## src/rtl/capture_sequencer_if.sv

```systemverilog
// capture_sequencer_if: bundles every non-clock signal of the capture sequencer.
//
// Modports:
//   master - the sequencer side. It accepts commands, drives the buffer
//            control, readout start and software-reset requests, and reports status.
//   slave  - the environment side. This is the host, the trigger manager,
//            the capture buffer and the readout engine.
//
// Signals:
//   cmd_valid/cmd_ready/cmd_data         command in; cmd_data MSB = abort, low bits = N
//   trigger_seen                         trigger manager has fired (level)
//   capture_ctl_valid/ready/data         {arm, start, stop} to the capture buffer
//   write_depth_valid                    buffer reports write depth after stop
//   readout_start_valid/ready            readout start request
//   sw_reset_valid/ready                 capture + readout software reset
//   readout_last_ok                      final readout beat accepted
//   busy/done/timeout_err/state          status
interface capture_sequencer_if #(
    parameter int unsigned POST_TRIG_BITS = 16
);
    logic                      cmd_valid;
    logic                      cmd_ready;
    logic [POST_TRIG_BITS:0]   cmd_data;
    logic                      trigger_seen;
    logic                      capture_ctl_valid;
    logic                      capture_ctl_ready;
    logic [2:0]                capture_ctl_data;
    logic                      write_depth_valid;
    logic                      readout_start_valid;
    logic                      readout_start_ready;
    logic                      sw_reset_valid;
    logic                      sw_reset_ready;
    logic                      readout_last_ok;
    logic                      busy;
    logic                      done;
    logic                      timeout_err;
    logic [3:0]                state;

    modport master (
        input  cmd_valid, cmd_data, trigger_seen, capture_ctl_ready, write_depth_valid,
               readout_start_ready, sw_reset_ready, readout_last_ok,
        output cmd_ready, capture_ctl_valid, capture_ctl_data, readout_start_valid,
               sw_reset_valid, busy, done, timeout_err, state
    );

    modport slave (
        output cmd_valid, cmd_data, trigger_seen, capture_ctl_ready, write_depth_valid,
               readout_start_ready, sw_reset_ready, readout_last_ok,
        input  cmd_ready, capture_ctl_valid, capture_ctl_data, readout_start_valid,
               sw_reset_valid, busy, done, timeout_err, state
    );
endinterface

```

## src/rtl/capture_sequencer.sv

```systemverilog
// capture_sequencer: runs one capture from arm to readout.
//
// The sequence is: arm the buffer, wait for the trigger, hold for N
// post-trigger cycles, stop the buffer, wait for its write depth, start the
// readout and wait for the final beat. An abort command accepted in any busy
// state drops the current step and issues a software reset instead.
//
// Ports:
//   ps_clk      sole clock
//   ps_reset_n  asynchronous active-low reset
//   bus         capture_sequencer_if.master (command, buffer control, readout,
//               software reset, status)
//
// Parameters:
//   POST_TRIG_BITS  width of the post-trigger hold count N
//   TIMEOUT_CYCLES  trigger-wait limit; used only with the timeout build
//
// Build option:
//   CAPTURE_SEQUENCER_TIMEOUT_EN - when defined, WAIT_TRIG gives up after
//   TIMEOUT_CYCLES cycles without a trigger. It then sets the sticky timeout_err
//   and aborts. When undefined, there is no timeout counter and timeout_err is
//   tied low.
module capture_sequencer #(
    parameter int unsigned POST_TRIG_BITS = 16,
    parameter int unsigned TIMEOUT_CYCLES = 1_000_000
) (
    input  logic                ps_clk,
    input  logic                ps_reset_n,
    capture_sequencer_if.master bus
);

    typedef enum logic [3:0] {
        StIdle      = 4'd0,
        StArm       = 4'd1,
        StWaitTrig  = 4'd2,
        StPost      = 4'd3,
        StStop      = 4'd4,
        StWaitDepth = 4'd5,
        StStartRo   = 4'd6,
        StReadout   = 4'd7,
        StAbort     = 4'd8
    } state_e;

    localparam logic [2:0] CtlArm  = 3'b100;
    localparam logic [2:0] CtlStop = 3'b001;

    // Elaboration-time sanity check; both parameters must be non-zero.
    if (POST_TRIG_BITS == 0 || TIMEOUT_CYCLES == 0) begin : gen_param_check
        $error("capture_sequencer: POST_TRIG_BITS and TIMEOUT_CYCLES must be non-zero");
    end

    state_e                    state_q;
    logic [POST_TRIG_BITS-1:0] n_q;
    logic [POST_TRIG_BITS-1:0] cnt_q;
    logic                      capture_ctl_valid_q;
    logic [2:0]                capture_ctl_data_q;
    logic                      readout_start_valid_q;
    logic                      sw_reset_valid_q;
    logic                      done_q;

    logic is_abort;
    logic cmd_fire;
    logic abort_fire;
    logic start_fire;
    logic tmo_hit;

    // Abort commands are accepted every cycle. Start commands are accepted
    // only in IDLE.
    assign is_abort   = bus.cmd_data[POST_TRIG_BITS];
    assign bus.cmd_ready = (state_q == StIdle) || is_abort;
    assign cmd_fire   = bus.cmd_valid && bus.cmd_ready;
    assign abort_fire = cmd_fire && is_abort && (state_q != StIdle);
    assign start_fire = cmd_fire && !is_abort && (state_q == StIdle);

`ifdef CAPTURE_SEQUENCER_TIMEOUT_EN
    localparam int unsigned TmoW = $clog2(TIMEOUT_CYCLES + 1);

    logic [TmoW-1:0] tmo_q;
    logic            timeout_err_q;

    // tmo_q counts completed WAIT_TRIG cycles. The limit is reached in the
    // TIMEOUT_CYCLES-th cycle.
    assign tmo_hit = (state_q == StWaitTrig) && !bus.trigger_seen && !abort_fire &&
                     (tmo_q == TmoW'(TIMEOUT_CYCLES - 1));

    always_ff @(posedge ps_clk or negedge ps_reset_n) begin
        if (!ps_reset_n) begin
            tmo_q         <= '0;
            timeout_err_q <= 1'b0;
        end else begin
            if (state_q == StWaitTrig) begin
                tmo_q <= tmo_q + TmoW'(1);
            end else begin
                tmo_q <= '0;
            end
            if (tmo_hit) begin
                timeout_err_q <= 1'b1;
            end else if (start_fire) begin
                timeout_err_q <= 1'b0;
            end
        end
    end

    assign bus.timeout_err = timeout_err_q;
`else
    assign tmo_hit         = 1'b0;
    assign bus.timeout_err = 1'b0;
`endif

    always_ff @(posedge ps_clk or negedge ps_reset_n) begin
        if (!ps_reset_n) begin
            state_q               <= StIdle;
            n_q                   <= '0;
            cnt_q                 <= '0;
            capture_ctl_valid_q   <= 1'b0;
            capture_ctl_data_q    <= 3'b000;
            readout_start_valid_q <= 1'b0;
            sw_reset_valid_q      <= 1'b0;
            done_q                <= 1'b0;
        end else begin
            done_q <= 1'b0;
            if (abort_fire) begin
                // Any same-cycle handshake has already completed on the bus.
                // Only the request is withdrawn here.
                state_q               <= StAbort;
                capture_ctl_valid_q   <= 1'b0;
                capture_ctl_data_q    <= 3'b000;
                readout_start_valid_q <= 1'b0;
                sw_reset_valid_q      <= 1'b1;
            end else begin
                unique case (state_q)
                    StIdle: begin
                        if (start_fire) begin
                            n_q                 <= bus.cmd_data[POST_TRIG_BITS-1:0];
                            state_q             <= StArm;
                            capture_ctl_valid_q <= 1'b1;
                            capture_ctl_data_q  <= CtlArm;
                        end
                    end
                    StArm: begin
                        if (bus.capture_ctl_ready) begin
                            capture_ctl_valid_q <= 1'b0;
                            capture_ctl_data_q  <= 3'b000;
                            state_q             <= StWaitTrig;
                        end
                    end
                    StWaitTrig: begin
                        if (bus.trigger_seen) begin
                            cnt_q   <= n_q;
                            state_q <= StPost;
                        end else if (tmo_hit) begin
                            state_q          <= StAbort;
                            sw_reset_valid_q <= 1'b1;
                        end
                    end
                    StPost: begin
                        // The count reaches zero in this cycle when it is 1.
                        // N=0 also leaves after one POST cycle.
                        if (cnt_q <= POST_TRIG_BITS'(1)) begin
                            cnt_q               <= '0;
                            state_q             <= StStop;
                            capture_ctl_valid_q <= 1'b1;
                            capture_ctl_data_q  <= CtlStop;
                        end else begin
                            cnt_q <= cnt_q - POST_TRIG_BITS'(1);
                        end
                    end
                    StStop: begin
                        if (bus.capture_ctl_ready) begin
                            capture_ctl_valid_q <= 1'b0;
                            capture_ctl_data_q  <= 3'b000;
                            state_q             <= StWaitDepth;
                        end
                    end
                    StWaitDepth: begin
                        if (bus.write_depth_valid) begin
                            readout_start_valid_q <= 1'b1;
                            state_q               <= StStartRo;
                        end
                    end
                    StStartRo: begin
                        if (bus.readout_start_ready) begin
                            readout_start_valid_q <= 1'b0;
                            state_q               <= StReadout;
                        end
                    end
                    StReadout: begin
                        if (bus.readout_last_ok) begin
                            done_q  <= 1'b1;
                            state_q <= StIdle;
                        end
                    end
                    StAbort: begin
                        if (bus.sw_reset_ready) begin
                            sw_reset_valid_q <= 1'b0;
                            state_q          <= StIdle;
                        end
                    end
                    default: begin
                        state_q <= StIdle;
                    end
                endcase
            end
        end
    end

    assign bus.capture_ctl_valid   = capture_ctl_valid_q;
    assign bus.capture_ctl_data    = capture_ctl_data_q;
    assign bus.readout_start_valid = readout_start_valid_q;
    assign bus.sw_reset_valid      = sw_reset_valid_q;
    assign bus.done                = done_q;
    assign bus.busy                = (state_q != StIdle);
    assign bus.state               = state_q;

endmodule
```

## src/flat_wrapper.sv

```systemverilog
// flat-port wrapper written by rule: the top's interface ports become plain ports
module capture_sequencer_flat 
#(
    parameter int unsigned POST_TRIG_BITS = 16,
    parameter int unsigned TIMEOUT_CYCLES = 1_000_000
)
  (ps_clk, ps_reset_n, bus_cmd_valid, bus_cmd_data, bus_trigger_seen, bus_capture_ctl_ready, bus_write_depth_valid, bus_readout_start_ready, bus_sw_reset_ready, bus_readout_last_ok, bus_cmd_ready, bus_capture_ctl_valid, bus_capture_ctl_data, bus_readout_start_valid, bus_sw_reset_valid, bus_busy, bus_done, bus_timeout_err, bus_state);
  capture_sequencer_if #(.POST_TRIG_BITS(POST_TRIG_BITS)) bus_i ();
  input  logic ps_clk;
  input  logic ps_reset_n;
  input wire logic [$bits(bus_i.cmd_valid)-1:0] bus_cmd_valid;
  input wire logic [$bits(bus_i.cmd_data)-1:0] bus_cmd_data;
  input wire logic [$bits(bus_i.trigger_seen)-1:0] bus_trigger_seen;
  input wire logic [$bits(bus_i.capture_ctl_ready)-1:0] bus_capture_ctl_ready;
  input wire logic [$bits(bus_i.write_depth_valid)-1:0] bus_write_depth_valid;
  input wire logic [$bits(bus_i.readout_start_ready)-1:0] bus_readout_start_ready;
  input wire logic [$bits(bus_i.sw_reset_ready)-1:0] bus_sw_reset_ready;
  input wire logic [$bits(bus_i.readout_last_ok)-1:0] bus_readout_last_ok;
  output wire logic [$bits(bus_i.cmd_ready)-1:0] bus_cmd_ready;
  output wire logic [$bits(bus_i.capture_ctl_valid)-1:0] bus_capture_ctl_valid;
  output wire logic [$bits(bus_i.capture_ctl_data)-1:0] bus_capture_ctl_data;
  output wire logic [$bits(bus_i.readout_start_valid)-1:0] bus_readout_start_valid;
  output wire logic [$bits(bus_i.sw_reset_valid)-1:0] bus_sw_reset_valid;
  output wire logic [$bits(bus_i.busy)-1:0] bus_busy;
  output wire logic [$bits(bus_i.done)-1:0] bus_done;
  output wire logic [$bits(bus_i.timeout_err)-1:0] bus_timeout_err;
  output wire logic [$bits(bus_i.state)-1:0] bus_state;
  assign bus_i.cmd_valid = bus_cmd_valid;
  assign bus_i.cmd_data = bus_cmd_data;
  assign bus_i.trigger_seen = bus_trigger_seen;
  assign bus_i.capture_ctl_ready = bus_capture_ctl_ready;
  assign bus_i.write_depth_valid = bus_write_depth_valid;
  assign bus_i.readout_start_ready = bus_readout_start_ready;
  assign bus_i.sw_reset_ready = bus_sw_reset_ready;
  assign bus_i.readout_last_ok = bus_readout_last_ok;
  assign bus_cmd_ready = bus_i.cmd_ready;
  assign bus_capture_ctl_valid = bus_i.capture_ctl_valid;
  assign bus_capture_ctl_data = bus_i.capture_ctl_data;
  assign bus_readout_start_valid = bus_i.readout_start_valid;
  assign bus_sw_reset_valid = bus_i.sw_reset_valid;
  assign bus_busy = bus_i.busy;
  assign bus_done = bus_i.done;
  assign bus_timeout_err = bus_i.timeout_err;
  assign bus_state = bus_i.state;
  capture_sequencer #(.POST_TRIG_BITS(POST_TRIG_BITS), .TIMEOUT_CYCLES(TIMEOUT_CYCLES)) u_core (.ps_clk(ps_clk), .ps_reset_n(ps_reset_n), .bus(bus_i));
endmodule
```

## config.mk

```make
export PLATFORM = sky130hd
export DESIGN_NAME = capture_sequencer_flat
export DESIGN_NICKNAME = d
export VERILOG_FILES = /design/src/rtl/capture_sequencer_if.sv /design/src/rtl/capture_sequencer.sv /design/src/flat_wrapper.sv
export SDC_FILE = /design/constraint.sdc
export NUM_CORES = 1
export LEC_CHECK = 0
export CAP_MARGIN = 20
export CORE_ASPECT_RATIO = 2
export CORE_MARGIN = 4
export CORE_UTILIZATION = 50
export DETAILED_ROUTE_END_ITERATION = 16
export GPL_TIMING_DRIVEN = 1
export PLACE_DENSITY = 0.77
export SETUP_SLACK_MARGIN = 0.05
export SYNTH_ARGS = -nofsm -noshare
export SYNTH_HDL_FRONTEND = slang
export SYNTH_SLANG_ARGS = --single-unit
```

## constraint.sdc

```tcl
create_clock -name ps_clk -period 5.9 [get_ports ps_clk]
set_input_delay 1.18 -clock ps_clk [delete_from_list [all_inputs] [get_ports ps_clk]]
set_output_delay 1.18 -clock ps_clk [all_outputs]
set_load 0.01 [all_outputs]
```

==> results.cfg, run 1 <==
[global_route]
overflow = 0
grt_max_degree = 43
grt_pass1_vias = 2050
grt_pass1_wl_um = 9800
track_usage = 0.207
antenna_found_initial = 0

[cts]
h-tree-depth = 2
clk_pin_slew_ns = 0.08
numCtsBuffers = 5
clock_sinks = 42
cts_root_buffer = clkbuf_8
post_cts_resized = 0
cts_tree = built
insertion_delay_ns = 0.30
cts_setup_buffers = 0
postCtsHoldBufs = 0
clk_path_buf_depth = 2

[layout]
multi_input_area_um2 = 1210
n_antenna_cell = 0
utilization = 0.617
syn_to_final_growth_pct = 19.1
postLayoutCellArea_um2 = 2840
drive_above_1_share = 0.160
fillers = 419
regArea_um2 = 1050
fin_nets = 296

[critical_path]
reg2reg_from = u_core.bus.state[0]
cp_common_cell = clkdlybuf4s50_1
cp-end-kind = output port
cp_data_arrival_time_ns = 2.34
path_delay_family = buffers and inverters
crit_path_start_kind = primary input
reg2reg_to = u_core.cnt_q[9]
cpPeakStageDelay_ns = 0.53
path_max_fanout = 4
critPathKind = primary input to output port
cp_slowest_cell = clkdlybuf4s50_1
path_cells = clkdlybuf4s50_1 -> nand2b_1 -> clkdlybuf4s50_1
reg2reg_depth = 5
rrSetupSlack_ns = 3.14
worstPathRequired_ns = 4.72
path_buf_inv = 2

[pwr]
irDropWorstVdd_mv = 0.347
p_per_area_nw_per_um2 = 454
power.switching_mw = 0.510
p_int_mw = 0.778
p_total_mw = 1.29
power_frac_comb = 0.423
p_seq_frac = 0.424
clock_power_share = 0.152
leakagePower_nw = 1.12
sw_frac_of_total = 0.396

[sta]
final.setup_skew_ns = 0.00600
timing.slew.headroom = 0.373
finalSetupTns_ns = 0
min_period_ns = 3.52
hold_viol_final = 0
finalMaxSlewViolations = 0
max_freq_mhz = 284
tightest_slew_ns = 0.941
rsz0062_at_grt = no
setup_viol = 0
min_period_over_period = 0.596
timing.final.ws_setup_ns = 2.38

[yosys]
syn_inst = 238
avgSynthCellArea_um2 = 10.0
ys_types = 54
async_reset_ff_frac = 1.00
synth_ff_type = dfrtp_1
synthesis.area_um2 = 2380
synth_edf_count = 0
ys_ff_latch = 42
yosys_warnings = 0
seq_area_frac_synth = 0.441

[floorplan]
io_pins = 40
die_area_um2 = 6000
core-area_um2 = 4600
fp.dieH_um = 106
initial_core_util = 0.518
row_count = 35
die_w_um = 56.8

[place]
place_area_um2 = 2740
gp_congestion = 0.872
io_buffer_count = 37
place_ws_ns = 2.37
dp_hpwl_um = 4080

[routing]
route.detailed.drc = 0
via_per_inst = 6.21
first_iter_violations = 60
vias = 2013
wl_um = 5670
first_pass_iters = 4
ant_nets = 0
wire_per_inst_um = 17.5

[min_path]
min_from = u_core.bus.capture_ctl_data[2]
hp-class = flip-flop to flip-flop
worstHoldEndpoint = u_core.bus.capture_ctl_data[2]
timing.hold.worst_path_depth = 1

[run]
max-cap-violations = 0

[run_status]
status = finished clean
[metrics by stage]
| stage | std cells | hold WS [ns] |
|---|---|---|
| floorplan | 239 | 0.450 |
| global placement | 316 | 0.475 |
| detailed placement | 316 | 0.485 |
| CTS | 324 | 0.504 |
| global route | 324 | 0.520 |
| finish | 324 | 0.497 |
[power groups by stage]
stage	sequential, mW	combinational [mW]	clock (mW)
final	0.547	0.546	0.196
after global routing	0.567	0.611	0.212
after CTS	0.545	0.549	0.200
after detailed placement	0.550	0.547	0
after global placement	0.545	0.530	0
after floorplan	0.501	0.419	0
[kinds of logic after synthesis]
family | count (synthesis) | synth area share
compound gates | 70 | 0.222
fa+ha+maj | 2 | 0.0105
buf+inv | 26 | 0.0515
flops | 42 | 0.441
mux | 16 | 0.0757
other cells | 1 | 0.00157
simple gates | 81 | 0.198
[per-layer routing]
| layer | vias up | GRT usage | part of all wire |
|---|---|---|---|
| met5 | - | 0 | 0 |
| met4 | 0 | 0.123 | 0.049 |
| met3 | 21 | 0.0306 | 0.043 |
| met1 | 974 | 0.228 | 0.35 |
| li1 | 953 | - | - |
| met2 | 65 | 0.366 | 0.55 |
[sequential cells by signal, summed over array words and instances (netlist names)]
signal / count
u_core.n_q: 16
u_core.bus.capture_ctl_data: 2
u_core.bus.capture_ctl_valid: 1
u_core.cnt_q: 16
u_core.bus.state: 4
u_core.bus.done: 1
u_core.bus.sw_reset_valid: 1
u_core.bus.readout_start_valid: 1
[cells in the mapped netlist (all sizes together) (2+ instances only)]
cell	number	area [um^2]
or3	3	20.0
mux2	16	180
and3	5	31.3
or4	10	90.1
o311ai	3	33.8
o21a	3	22.5
a221oi	2	23.8
or3b	2	17.5
and2	2	12.5
inv	10	37.5
dfrtp	42	1050
a32oi	5	43.8
a22oi	4	30.0
nor4	3	18.8
ha	2	25.0
nand2	11	41.3
o21ba	2	20.0
nand2b	7	43.8
nand3	9	45.0
nor3	4	20.0
clkbuf	10	37.5
or2	4	25.0
nand3b	2	15.0
o2bb2ai	4	35.0
o211ai	4	30.0
o21ai	16	103
o22ai	2	12.5
a21oi	10	50.1
o41ai	3	26.3
a31oi	3	18.8
nor2	15	56.3
buf	6	47.5
[cell type report]
cell class | instances | area share
timing repair buffer | 38 | 0.131
clock inverter | 2 | 0.00441
multi-input combinational | 171 | 0.427
inverter | 10 | 0.0132
clock buffer | 6 | 0.0291
sequential | 42 | 0.371
tap | 55 | 0.0243
[placed cells by master (no fill, tap or decap), drive strengths merged, types with 6 or more instances in the layout]
master,instances
o21ai,16
nand3,9
nor2,15
inv,10
clkbuf,6
dfrtp,42
nand2b,7
a21oi,10
mux2,16
clkdlybuf4s50,36
nand2,11
or4,10
[worst max path at each step]
stage	start	to	slack, ns	cells after the start
finish	bus_cmd_data[16]	bus_cmd_ready	2.38	3
global route	u_core.bus.state[0]	bus_cmd_ready	2.30	3
CTS	bus_cmd_data[16]	bus_cmd_ready	2.37	3
detailed placement	bus_cmd_data[16]	u_core.cnt_q[9]	2.37	6
global placement	bus_cmd_data[16]	bus_cmd_ready	2.39	3
floorplan	bus_cmd_data[16]	u_core.cnt_q[6]	3.19	5
Note: power is estimated with default switching activity, not from simulation.
==> inputs of run 2 (changes only) <==
- clock period: 5.9 -> 3.5 ns (I/O delays scaled with it)
==> run 2 against run 1 <==
Compared with the run above:
- power up 70%
- sequential share of layout area fell by 0.34 points
- sequential power increased by 61%
- worst hold slack gained 0.0014 ns
- setup slack lost 1.8 ns
- largest power group is now combinational cells
- highest routed layer unchanged
==> results.cfg, run 2 (same netlist as run 1, synthesis figures left out) <==
[run_status]
status = finished clean

[layout]
drive_above_1_share = 0.168
regArea_um2 = 1050
finalNonFillerCells = 328
fin_nets = 300
n_antenna_cell = 0
syn_to_final_growth_pct = 20.2
layout_common_cells = dfrtp_1, clkdlybuf4s50_1, mux2_2, nor2_1, o21ai_0
multi_input_area_um2 = 1210
fillers = 409
final_common_cell = dfrtp_1

[min_path]
hp-class = flip-flop to flip-flop

[cts]
insertion_delay_ns = 0.29
post_cts_resized = 0
h-tree-depth = 2
clk_pin_slew_ns = 0.08
cts_tree = built
clock_sinks = 42
numCtsBuffers = 5
cts_setup_buffers = 0
cts_root_buffer = clkbuf_8
clk_path_buf_depth = 2
postCtsHoldBufs = 0

[floorplan]
row_count = 35
initial_core_util = 0.518
die_w_um = 56.8
fp.dieH_um = 106
core-area_um2 = 4600
io_pins = 40
die_area_um2 = 6000

[sta]
setup_viol = 0
min_period_ns = 2.91
tightest_slew_ns = 0.921
holdWs_ns = 0.499
min_period_over_period = 0.831
final.setup_skew_ns = 0.00681
finalSetupTns_ns = 0
max_freq_mhz = 344
rsz0062_at_grt = no
hold_viol_final = 0
timing.slew.headroom = 0.386
finalMaxSlewViolations = 0

[global_route]
overflow = 0
antenna_found_initial = 0
grt_max_degree = 43
grt_pass1_vias = 2028
track_usage = 0.200
grt_pass1_wl_um = 9480

[critical_path]
cpPeakStageDelay_ns = 0.69
path_delay_family = simple AND/OR/NAND/NOR gates
cp_data_arrival_time_ns = 2.21
path_cells = or4_1 -> nand2b_1 -> clkdlybuf4s50_1
crit_path_start_kind = flip-flop
cp-end-kind = output port
worstPathRequired_ns = 2.80
cp_slowest_cell = or4_1
path_max_fanout = 15
critPathKind = flip-flop to output port
path_buf_inv = 1

[pwr]
leakagePower_nw = 1.15
irDropWorstVdd_mv = 0.528
p_per_area_nw_per_um2 = 763

[place]
dp_cells = 320
io_buffer_count = 37
dp_hpwl_um = 4130
gp_congestion = 0.874

[routing]
wl_um = 5640
wirelength_met1_um = 2070
first_iter_violations = 101
top_layer = met4
first_pass_iters = 4
vias = 2042
route.detailed.drc = 0
via_per_inst = 6.23
wire_per_inst_um = 17.2
ant_nets = 0
wl_met2_um = 3160
dr_wl_met3_um = 233

[run]
max-cap-violations = 0
[run 2: changes by cell type in the layout (fill, tap and decap cells not counted)]
| cell | change |
|---|---|
| buf_4 | +4 |
| clkbuf_1 | +1 |
| clkinvlp_4 | -1 |
[run 2: area by class of cell]
class	instances	area share
clock buffers	7	0.0302
flip-flops and latches	42	0.367
well taps	55	0.0240
multi-input cells	171	0.423
repair buffers	42	0.141
inverters	10	0.0131
clock inverters	1	0.00175
[run 2: metal layers]
metal	up-vias	track usage
li1	965	-
met1	1001	0.215
met2	60	0.361
met3	16	0.0306
met4	0	0.106
met5	-	0
[run 2: final timing paths]
kind,startpoint,to,slack [ns],cells after the start
hold reg to reg,u_core.bus.capture_ctl_data[2],u_core.bus.capture_ctl_data[2],0.50,1
min in group asynchronous,ps_reset_n,u_core.bus.done,0.54,1
max in group asynchronous,ps_reset_n,u_core.n_q[12],2.38,1
setup reg to reg,u_core.cnt_q[9],u_core.cnt_q[8],1.02,5
setup / recovery,u_core.bus.state[3],bus_cmd_ready,0.59,3
hold / removal,u_core.bus.capture_ctl_data[2],u_core.bus.capture_ctl_data[2],0.50,1
[run 2: stage by stage]
stage | setup WS, ns | cell area [um^2] | utilization | power (mW)
4_1_cts | 0.604 | 2860 | 0.623 | 2.20
6_report | 0.592 | 2860 | 0.623 | 2.19
3_5_place_dp | 0.588 | 2770 | 0.603 | 1.88
3_3_place_gp | 0.645 | 2770 | 0.603 | 1.85
5_1_grt | 0.541 | 2860 | 0.623 | 2.36
2_1_floorplan | 1.26 | 2380 | - | 1.55
[run 2: power breakdown]
part	internal (mW)	leakage [nW]	total (mW)	switching (mW)
combinational	0.473	0.582	0.991	0.518
sequential	0.700	0.515	0.878	0.178
clock	0.159	0.0482	0.316	0.157
total	1.33	1.15	2.19	0.853
==> inputs of run 3 (changes only) <==
- CORE_UTILIZATION: 50 -> 48
- clock period: 3.5 -> 2.5 ns (I/O delays scaled with it)
==> run 3 against run 2 <==
Compared with the run above:
- wire length grew 1.9%
- first-iteration DRC count is 41% lower
- clock power up 68%
- critical path type is now flip-flop to flip-flop
- highest routed layer unchanged
==> results.cfg, run 3 (same netlist as run 1, synthesis figures left out) <==
[routing]
via_per_inst = 6.12
wl_um = 5750
ant_nets = 0
vias = 2069
first_pass_iters = 5
first_iter_violations = 60
wire_per_inst_um = 17.0
route.detailed.drc = 0

[cts]
numCtsBuffers = 5
postCtsHoldBufs = 0
cts_root_buffer = clkbuf_8
h-tree-depth = 2
cts_tree = built
clk_pin_slew_ns = 0.08
clock_sinks = 42
clk_path_buf_depth = 2
insertion_delay_ns = 0.30

[critical_path]
cp_data_arrival_time_ns = 2.56
crit_path_start_kind = flip-flop
cp_slowest_cell = or4_4
path_depth = 5
path_max_fanout = 9
cp-end-kind = flip-flop
cpPeakStageDelay_ns = 0.61
reg2reg_depth = 5
path_cells = or4_4 -> or4_4 -> o21ai_4 -> nand2_1 -> a21bo_2
path_buf_inv = 0
path_delay_family = simple AND/OR/NAND/NOR gates
critPathKind = flip-flop to flip-flop
cp_common_cell = or4_4
worstPathRequired_ns = 2.70

[floorplan]
die_w_um = 57.8
die_area_um2 = 6220
fp.dieH_um = 108
io_pins = 40
row_count = 36
initial_core_util = 0.494
core-area_um2 = 4820

[place]
place_area_um2 = 2830
dp_hpwl_um = 4300
gp_congestion = 0.861
io_buffer_count = 37

[sta]
hold_viol_final = 0
rsz0062_at_grt = no
min_period_over_period = 0.946
holdWs_ns = 0.227
finalSetupTns_ns = 0
finalMaxSlewViolations = 0
tightest_slew_ns = 0.701
min_period_ns = 2.36
max_freq_mhz = 423
timing.slew.headroom = 0.533
final.setup_skew_ns = 0.00968
setup_viol = 0

[global_route]
antenna_found_initial = 0
grt_pass1_vias = 2169
gr-usage-met1 = 0.214
gr-usage-met2 = 0.358
overflow = 0
grt_busiest_layer = met2
grt_max_degree = 31
use_met3 = 0.0384
track_usage = 0.206
grt_pass1_wl_um = 9760

[run_status]
status = finished clean

[pwr]
irDropWorstVdd_mv = 0.888
leakagePower_nw = 1.20
p_per_area_nw_per_um2 = 1080

[layout]
regArea_um2 = 1050
syn_to_final_growth_pct = 23.8
fin_nets = 308
final_common_cell = dfrtp_1
fillers = 411
drive_above_1_share = 0.196
layout_common_cells = dfrtp_1, clkdlybuf4s50_1, mux2_2, nor2_1, o21ai_0
n_antenna_cell = 0
postLayoutCellArea_um2 = 2950
multi_input_area_um2 = 1220

[run]
max-cap-violations = 0

[min_path]
hp-class = primary input to async pin
-- run 3: final timing paths --
path | from | end | slack [ns]
min | ps_reset_n | u_core.cnt_q[14] | 0.23
max in group asynchronous | ps_reset_n | u_core.n_q[10] | 1.70
min in group ps_clk | u_core.bus.capture_ctl_data[2] | u_core.bus.capture_ctl_data[2] | 0.49
max | u_core.cnt_q[9] | u_core.bus.capture_ctl_data[2] | 0.14
min reg2reg | u_core.bus.capture_ctl_data[2] | u_core.bus.capture_ctl_data[2] | 0.49
max reg2reg | u_core.cnt_q[9] | u_core.bus.capture_ctl_data[2] | 0.14
-- run 3: layout make-up --
type / count / share of cell area
Multi-Input combinational cell: 171 / 0.413
Sequential cell: 42 / 0.357
Timing Repair Buffer: 50 / 0.158
Clock buffer: 7 / 0.0259
Tap cell: 57 / 0.0242
Inverter: 10 / 0.0127
Clock inverter: 1 / 0.0102
-- run 3: per-stage QoR --
| step | utilization | worst slack [ns] | power [mW] | instances |
|---|---|---|---|---|
| after floorplan | - | 0.264 | 2.17 | 239 |
| after global placement | 0.588 | 0.122 | 2.61 | 330 |
| after detailed placement | 0.588 | 0.0976 | 2.66 | 330 |
| after CTS | 0.611 | 0.0682 | 3.20 | 338 |
| after global routing | 0.612 | 0.0511 | 3.43 | 338 |
| final | 0.612 | 0.135 | 3.18 | 338 |
-- run 3: report_power, final --
part | switching [mW] | leakage (nW) | internal [mW]
combinational | 0.750 | 0.628 | 0.699
sequential | 0.224 | 0.515 | 0.980
clock | 0.231 | 0.0524 | 0.299
-- run 3: timing repair --
action                     CTS  global route
buffers inserted             0             0
gates resized for setup      1             2
setup endpoints to repair    1             9
-- run 3: per-layer routing --
layer	wire length, um	vias to the layer above
li1	-	972
met1	2040	993
met2	3110	75
met3	258	29
met4	344	0
met5	0	-
